File: src/rtl/exc_pkg.sv
// Shared definitions for the M-stage exception controller: ExcCode values,
// flagsM bit positions, CP0 Status/Cause field positions, FSM encoding and
// the fixed-priority event selector.
package exc_pkg;

  // Cause.ExcCode values
  localparam logic [4:0] ExcInt  = 5'h00;
  localparam logic [4:0] ExcAdEL = 5'h04;
  localparam logic [4:0] ExcAdES = 5'h05;
  localparam logic [4:0] ExcSys  = 5'h08;
  localparam logic [4:0] ExcBp   = 5'h09;
  localparam logic [4:0] ExcRi   = 5'h0a;
  localparam logic [4:0] ExcOv   = 5'h0c;

  // flagsM = {eret, adES, adEL_data, brk, sys, ov, ri, adEL_pc}
  localparam int unsigned FlagAdelPc   = 0;
  localparam int unsigned FlagRi       = 1;
  localparam int unsigned FlagOv       = 2;
  localparam int unsigned FlagSys      = 3;
  localparam int unsigned FlagBrk      = 4;
  localparam int unsigned FlagAdelData = 5;
  localparam int unsigned FlagAdes     = 6;
  localparam int unsigned FlagEret     = 7;

  // CP0 field positions
  localparam int unsigned StatusIe   = 0;
  localparam int unsigned StatusExl  = 1;
  localparam int unsigned StatusImLo = 8;
  localparam int unsigned CauseIpLo  = 8;

  typedef enum logic [1:0] {StIdle, StCommit, StFlush} exc_state_e;

  typedef struct packed {
    logic [4:0] code;
    logic       eret;
    logic       pc_fault;  // BadVAddr comes from the PC rather than the data address
  } exc_sel_t;

  // Highest-priority event first; eret only wins when nothing else is pending.
  function automatic exc_sel_t exc_select(input logic int_req, input logic [7:0] flags);
    exc_sel_t s;
    s = '{code: ExcInt, eret: 1'b0, pc_fault: 1'b0};
    if (int_req) begin
      s.code = ExcInt;
    end else if (flags[FlagAdelPc]) begin
      s.code     = ExcAdEL;
      s.pc_fault = 1'b1;
    end else if (flags[FlagRi]) begin
      s.code = ExcRi;
    end else if (flags[FlagOv]) begin
      s.code = ExcOv;
    end else if (flags[FlagSys]) begin
      s.code = ExcSys;
    end else if (flags[FlagBrk]) begin
      s.code = ExcBp;
    end else if (flags[FlagAdelData]) begin
      s.code = ExcAdEL;
    end else if (flags[FlagAdes]) begin
      s.code = ExcAdES;
    end else if (flags[FlagEret]) begin
      s.eret = 1'b1;
    end
    return s;
  endfunction

endpackage

File: src/rtl/int_sync.sv
// Per-line multi-flop synchroniser for asynchronous interrupt request lines.
module int_sync #(
  parameter int unsigned Width  = 1,
  parameter int unsigned Stages = 2
) (
  input  logic             clk,
  input  logic             rst,
  input  logic [Width-1:0] d,
  output logic [Width-1:0] q
);

  for (genvar g = 0; g < Width; g++) begin : g_line
    logic [Stages-1:0] sync_q;

    if (Stages == 1) begin : g_one
      // Single flop: sample the raw line
      always_ff @(posedge clk) begin
        if (rst) sync_q <= '0;
        else     sync_q <= d[g];
      end
    end else begin : g_many
      // Shift chain: raw line enters at bit 0, synchronised value leaves at the top
      always_ff @(posedge clk) begin
        if (rst) sync_q <= '0;
        else     sync_q <= {sync_q[Stages-2:0], d[g]};
      end
    end

    assign q[g] = sync_q[Stages-1];
  end

endmodule

File: src/rtl/except_ctrl.sv
// M-stage exception/interrupt controller. Resolves one interrupt or exception
// per cycle, captures the CP0 update values, pulses commit, then holds a flush
// and a redirect handshake to fetch until both are done.
// Optional feature macro: EXCEPT_TIMER_INT_EN adds an internal count/compare
// timer whose pending bit is ORed into the top hardware interrupt line.
module except_ctrl
  import exc_pkg::*;
#(
  parameter int unsigned N_HW_INT    = 6,
  parameter int unsigned SYNC_STAGES = 2,
  parameter logic [31:0] EXC_VEC     = 32'hBFC00380,
  parameter int unsigned FLUSH_CYC   = 1
) (
  input  logic                clk,
  input  logic                rst,
  input  logic [N_HW_INT-1:0] ext_int,
  input  logic                stallM,
  input  logic [31:0]         pcM,
  input  logic [31:0]         data_addrM,
  input  logic                in_dslotM,
  input  logic [7:0]          flagsM,
  input  logic [31:0]         cp0_status,
  input  logic [31:0]         cp0_cause,
  input  logic [31:0]         cp0_epc,
  input  logic                redirect_ready,
`ifdef EXCEPT_TIMER_INT_EN
  input  logic                cmp_we,
  input  logic [31:0]         cmp_wdata,
`endif
  output logic                commit,
  output logic [4:0]          exc_code,
  output logic [31:0]         epc_out,
  output logic                bd_out,
  output logic [31:0]         badvaddr_out,
  output logic                is_eret,
  output logic [N_HW_INT-1:0] hw_ip,
  output logic                flush_all,
  output logic                redirect_valid,
  output logic [31:0]         redirect_pc
);

  localparam int unsigned FlushW = $clog2(FLUSH_CYC + 1);
  localparam logic [FlushW-1:0] FlushInit = FlushW'(FLUSH_CYC);
  localparam logic [FlushW-1:0] FlushOne  = FlushW'(1);

  logic [N_HW_INT-1:0] ext_sync;
  logic [N_HW_INT+1:0] ip_all;
  logic [N_HW_INT+1:0] im;
  logic                int_req;
  logic                evt_any;
  logic                take;
  exc_sel_t            sel;

  exc_state_e          state_q, state_d;
  logic [FlushW-1:0]   flush_left_q;
  logic                rdy_done_q;
  logic                flush_last;

  int_sync #(
    .Width (N_HW_INT),
    .Stages(SYNC_STAGES)
  ) u_int_sync (
    .clk(clk),
    .rst(rst),
    .d  (ext_int),
    .q  (ext_sync)
  );

`ifdef EXCEPT_TIMER_INT_EN
  logic [31:0] count_q;
  logic [31:0] compare_q;
  logic        half_q;
  logic        timer_pend_q;

  // Count advances every second clock; a compare write always clears the pending bit
  always_ff @(posedge clk) begin
    if (rst) begin
      count_q      <= '0;
      compare_q    <= '0;
      half_q       <= 1'b0;
      timer_pend_q <= 1'b0;
    end else begin
      half_q <= ~half_q;
      if (half_q) count_q <= count_q + 32'd1;
      if (cmp_we) begin
        compare_q    <= cmp_wdata;
        timer_pend_q <= 1'b0;
      end else if (count_q == compare_q) begin
        timer_pend_q <= 1'b1;
      end
    end
  end

  // Timer shares the top hardware line with ext_int
  always_comb begin
    hw_ip               = ext_sync;
    hw_ip[N_HW_INT-1]   = ext_sync[N_HW_INT-1] | timer_pend_q;
  end
`else
  assign hw_ip = ext_sync;
`endif

  // {hw lines, software IP1:IP0} masked by IM, gated by IE and EXL
  assign ip_all  = {hw_ip, cp0_cause[CauseIpLo +: 2]};
  assign im      = cp0_status[StatusImLo +: N_HW_INT + 2];
  assign int_req = cp0_status[StatusIe] & ~cp0_status[StatusExl] & (|(ip_all & im));

  assign sel     = exc_select(int_req, flagsM);
  assign evt_any = int_req | (|flagsM);
  assign take    = (state_q == StIdle) & evt_any & ~stallM;

  assign flush_last = (flush_left_q <= FlushOne);

  // State register
  always_ff @(posedge clk) begin
    if (rst) state_q <= StIdle;
    else     state_q <= state_d;
  end

  // Next-state: one commit cycle, then flush until both flush timer and handshake finish
  always_comb begin
    state_d = state_q;
    unique case (state_q)
      StIdle:   if (evt_any && !stallM) state_d = StCommit;
      StCommit: state_d = StFlush;
      StFlush:  if (flush_last && (rdy_done_q || redirect_ready)) state_d = StIdle;
      default:  state_d = StIdle;
    endcase
  end

  // Flush timer and redirect handshake tracking
  always_ff @(posedge clk) begin
    if (rst) begin
      flush_left_q <= '0;
      rdy_done_q   <= 1'b0;
    end else begin
      unique case (state_q)
        StCommit: begin
          flush_left_q <= FlushInit;
          rdy_done_q   <= redirect_ready;
        end
        StFlush: begin
          if (flush_left_q != '0) flush_left_q <= flush_left_q - FlushOne;
          if (redirect_ready)     rdy_done_q   <= 1'b1;
        end
        default: begin
          flush_left_q <= '0;
          rdy_done_q   <= 1'b0;
        end
      endcase
    end
  end

  // Control outputs decoded from state
  always_comb begin
    commit         = 1'b0;
    flush_all      = 1'b0;
    redirect_valid = 1'b0;
    unique case (state_q)
      StCommit: begin
        commit         = 1'b1;
        flush_all      = 1'b1;
        redirect_valid = 1'b1;
      end
      StFlush: begin
        flush_all      = (flush_left_q != '0);
        redirect_valid = ~rdy_done_q;
      end
      default: ;
    endcase
  end

  // Capture the CP0 update values when an event is taken; held until the next event
  always_ff @(posedge clk) begin
    if (rst) begin
      exc_code     <= '0;
      epc_out      <= '0;
      bd_out       <= 1'b0;
      badvaddr_out <= '0;
      is_eret      <= 1'b0;
      redirect_pc  <= '0;
    end else if (take) begin
      exc_code     <= sel.code;
      epc_out      <= in_dslotM ? (pcM - 32'd4) : pcM;
      bd_out       <= in_dslotM;
      badvaddr_out <= sel.pc_fault ? pcM : data_addrM;
      is_eret      <= sel.eret;
      redirect_pc  <= sel.eret ? cp0_epc : EXC_VEC;
    end
  end

  logic unused_cp0_bits;
  assign unused_cp0_bits = ^{cp0_status[31:StatusImLo+N_HW_INT+2], cp0_status[StatusImLo-1:2],
                             cp0_cause[31:CauseIpLo+2], cp0_cause[CauseIpLo-1:0]};

endmodule
File: config.mk
export PLATFORM = sky130hd
export DESIGN_NAME = except_ctrl
export DESIGN_NICKNAME = d
export VERILOG_FILES = /design/src/rtl/exc_pkg.sv /design/src/rtl/int_sync.sv /design/src/rtl/except_ctrl.sv
export SDC_FILE = /design/constraint.sdc
export NUM_CORES = 1
export LEC_CHECK = 0
export CORE_MARGIN = 1.5
export CORE_UTILIZATION = 25
export DETAILED_ROUTE_END_ITERATION = 12
export GPL_TIMING_DRIVEN = 0
export RECOVER_POWER = 25
export SYNTH_ARGS = -nofsm -noshare
export SYNTH_HDL_FRONTEND = slang
export SYNTH_SLANG_ARGS = --single-unit
File: constraint.sdc
create_clock -name clk -period 3 [get_ports clk]
set_clock_uncertainty 0.15 [all_clocks]
set_input_delay 0.3 -clock clk [delete_from_list [all_inputs] [get_ports clk]]
set_output_delay 0.3 -clock clk [all_outputs]
set_load 0.05 [all_outputs]
==> key figures <==
Synth
  – Seq/Total Area, Yosys: a little under half
  – Top cells by area, synth: dfxtp_1 47%, mux2i_1 6.8%, a21oi_1 5.4%
  – Mean Syn Cell Area: 9.11 µm²
  – Post-Synthesis Cell Area: ~5000 µm²
  – Unique masters post-synth: 53
  – Post-synth EDFFs: 0
  – Yosys warnings: 0
  – Largest area contributor in the netlist: dfxtp_1
  – Post-synth top area share: 47.0%
  – Syn Inst Count: between 500 and 600
  – Synth Register Bits: roughly 120
  – Share of synthesized registers carrying an async set or reset: 0%
  – Ys flop type: dfxtp_1
  – Syn_nets: 734

Clocking
  – CTS buffer count: 17
  – CTS HTree Levels: 4
  – # hold bufs at CTS: 0
  – Worst-Skew Late Latency: just over 0.4 ns
  – CTS root buf: clkbuf_16
  – Clk buf depth: 2
  – Worst-path clk slew: around 0.060 ns
  – CTS tree: done
  – TritonCTS Sinks: 118

Detailed routing
  – Via density: 4.52
  – 1st-iter DRT viols: 151
  – DR vias: a little under 5000
  – Final wirelength: 17.6 mm
  – Drc violations: 0
  – Routed length per instance: approximately 16 µm
  – 1st-pass router iterations: 4
  – Post-route ant nets: 0

Setup path
  – Crit path kind: flop to flop
  – Crit. End Element: flop
  – CP max stage cell: o41ai_2
  – Worst path max stage delay: 0.60 ns
  – Crit path cell chain: a22o_1 -> o41ai_2 -> nand2_1 -> clkbuf_1 -> mux2i_1 -> a21oi_1
  – Buf+Inv Stages, Crit Path: 1
  – Largest fanout on the critical path: 10
  – Top delay family on crit path: compound AO/OA/AOI/OAI gates
  – Arr. time, crit path: 2.83 ns
  – Worst path required time: 3.13 ns
  – Critical Path Start Type: flop

Layout
  – Antenna diodes: 0
  – Share of layout cells above drive strength 1: around 7%
  – Final instance area: 8280 µm²
  – Final net count: 989
  – Finished Core Util: 42.3%
  – P&R area growth vs syn: 64.9%
  – # fillers: 1988
  – FF+latch area: 2360 µm²
  – Multi-input gate area: ~2400 µm²

Timing
  – RSZ-0062 raised after global routing: no
  – Max-slew violations: 0
  – Pin slew with the least headroom to its limit: 0.823 ns
  – Worst slew margin: a little under half
  – Max Freq: 0.370 GHz
  – Hold Vio Cnt, Final: 0
  – PnR worst setup slack: 0.300 ns
  – Setup Viol. Count Final: 0
  – Fin crit period: 2.70 ns
  – Final Cycle Share: approximately 90%

Floorplanning
  – Io pins: 291
  – Chip Height: ~140 µm
  – Die width: 145 µm
  – Initial core utilization: 25.6%
  – Die Area: 20900 µm²
  – Core area: between 15000 and 20000 µm²
  – Std-Cell Rows: 51

Place
  – PortBufs: 236
  – Pre-CTS setup slack: -0.697 ns
  – Placement Cell Area: 7720 µm²
  – RD Place Congestion: 0.763
  – Hpwl dp: ~13 mm

Pwr
  – Clk pwr share: 37.6%
  – P_leak: around 3.2 nW
  – Net Sw Frac: 33.2%
  – Reg power frac: 34.4%
  – P_sw: 1.73 mW
  – Pwr Total: 5.22 mW
  – Internal: around 3.5 mW
  – Max VDD drop: around 320 µV
  – Combinational Power Share: 28.0%
  – PwrDens: around 630 nW/µm²

Global routing
  – Vias in the first global route: ~4700
  – Total grt overflow: 0
  – Antenna violations before repair: 0
  – Tot GR Track Use: approximately 17%
  – Largest net degree at the start of global routing: 17
  – First-pass GRT wire length: 25.9 mm

Run status
  – Status: completed

Worst hold path
  – Hold Crit Class: input port to flop

Job
  – Max-Cap Viols: 0
-- Yosys cell counts (6+ instances only) --
library cell	n
buf_2	9
nor2_1	62
mux2i_1	34
xnor2_1	8
nand2_1	19
inv_1	6
a211oi_1	14
a22oi_1	20
o22ai_1	12
nand3_1	7
clkbuf_1	30
buf_4	7
dfxtp_1	118
xor2_1	16
nor2b_1	20
a21oi_1	54
o21ai_0	47
-- through the flow --
stage	hold slack (ns)	std cells	TNS, ns
2_1_floorplan	0.264	551	0
3_3_place_gp	0.267	1052	-39.05
3_5_place_dp	0.270	1052	-36.74
4_1_cts	0.272	1083	0
5_1_grt	0.285	1083	0
6_report	0.281	1083	0
-- worst reg2reg max path, cell delays in order, from the launching register on --
cell and delay (ns):
dfxtp_1 0.31, a22o_1 0.25, o41ai_2 0.60, nand2_1 0.40
clkbuf_1 0.46, mux2i_1 0.31, a21oi_1 0.09
-- state kept, by name, summed over array words and instances (netlist names) --
register	cells
is_eret	1
bd_out	1
epc_out	32
state_q	2
rdy_done_q	1
badvaddr_out	32
redirect_pc	32
flush_left_q	1
exc_code	4
u_int_sync.g_line.sync_q	12
-- power by group through the flow --
stage | clock (mW) | sequential [mW] | combinational, mW
after detailed placement | 0 | 1.83 | 1.49
final | 1.96 | 1.80 | 1.46
after global routing | 2.10 | 1.81 | 1.55
after CTS | 2.01 | 1.80 | 1.50
after global placement | 0 | 1.83 | 1.49
after floorplan | 0 | 2.29 | 0.400
-- final timing paths --
path	from	to	slack, ns	depth (start not counted)
setup / recovery	u_int_sync.g_line[1].sync_q[1]	badvaddr_out[27]	0.30	6
hold reg to reg	u_int_sync.g_line[1].sync_q[0]	u_int_sync.g_line[1].sync_q[1]	0.28	1
hold / removal	rst	flush_left_q	0.28	2
setup reg to reg	u_int_sync.g_line[1].sync_q[1]	badvaddr_out[27]	0.30	6
-- logic make-up after synthesis --
group           synth area share [%]
buf+inv                         4.63
fa+ha+maj                      0.997
simple gates                    15.8
compound gates                  20.3
flops                           47.0
xor+xnor                        4.19
mux                             7.00
other cells                   0.0747
-- per-layer routing --
layer | routed length [µm] | GRT usage (%) | vias to the layer above
li1 | - | - | 2492
met1 | 7670 | 20.3 | 2216
met2 | 8340 | 28.0 | 174
met3 | 1410 | 5.73 | 12
met4 | 157 | 3.99 | 0
met5 | 0 | 0 | -
-- layout make-up --
type | instances | area share [%]
multi-input combinational | 381 | 29.4
sequential | 118 | 28.5
timing repair buffer | 236 | 28.5
clock buffer | 22 | 5.48
tap | 265 | 4.00
buffer | 46 | 2.58
clock inverter | 9 | 1.25
inverter | 6 | 0.272
-- repair_timing --
item / CTS / global route
buffers inserted: 0 / 0
gates resized for setup: 3 / 2
setup endpoints to repair: 81 / 3
pin swaps: 0 / 0
-- cells in the final DEF, fill, tap and decap left out, drive strengths merged, types with 19 or more instances in the layout --
cell type / netlist / layout
nor2b: 20 / 20
a22oi: 20 / 20
dlygate4sd3: 0 / 43
clkdlybuf4s50: 0 / 193
clkbuf: 30 / 52
mux2i: 34 / 34
a21oi: 54 / 54
dfxtp: 118 / 118
nand2: 19 / 19
nor2: 62 / 62
o21ai: 47 / 47
Note: power is estimated with default switching activity, not from simulation.
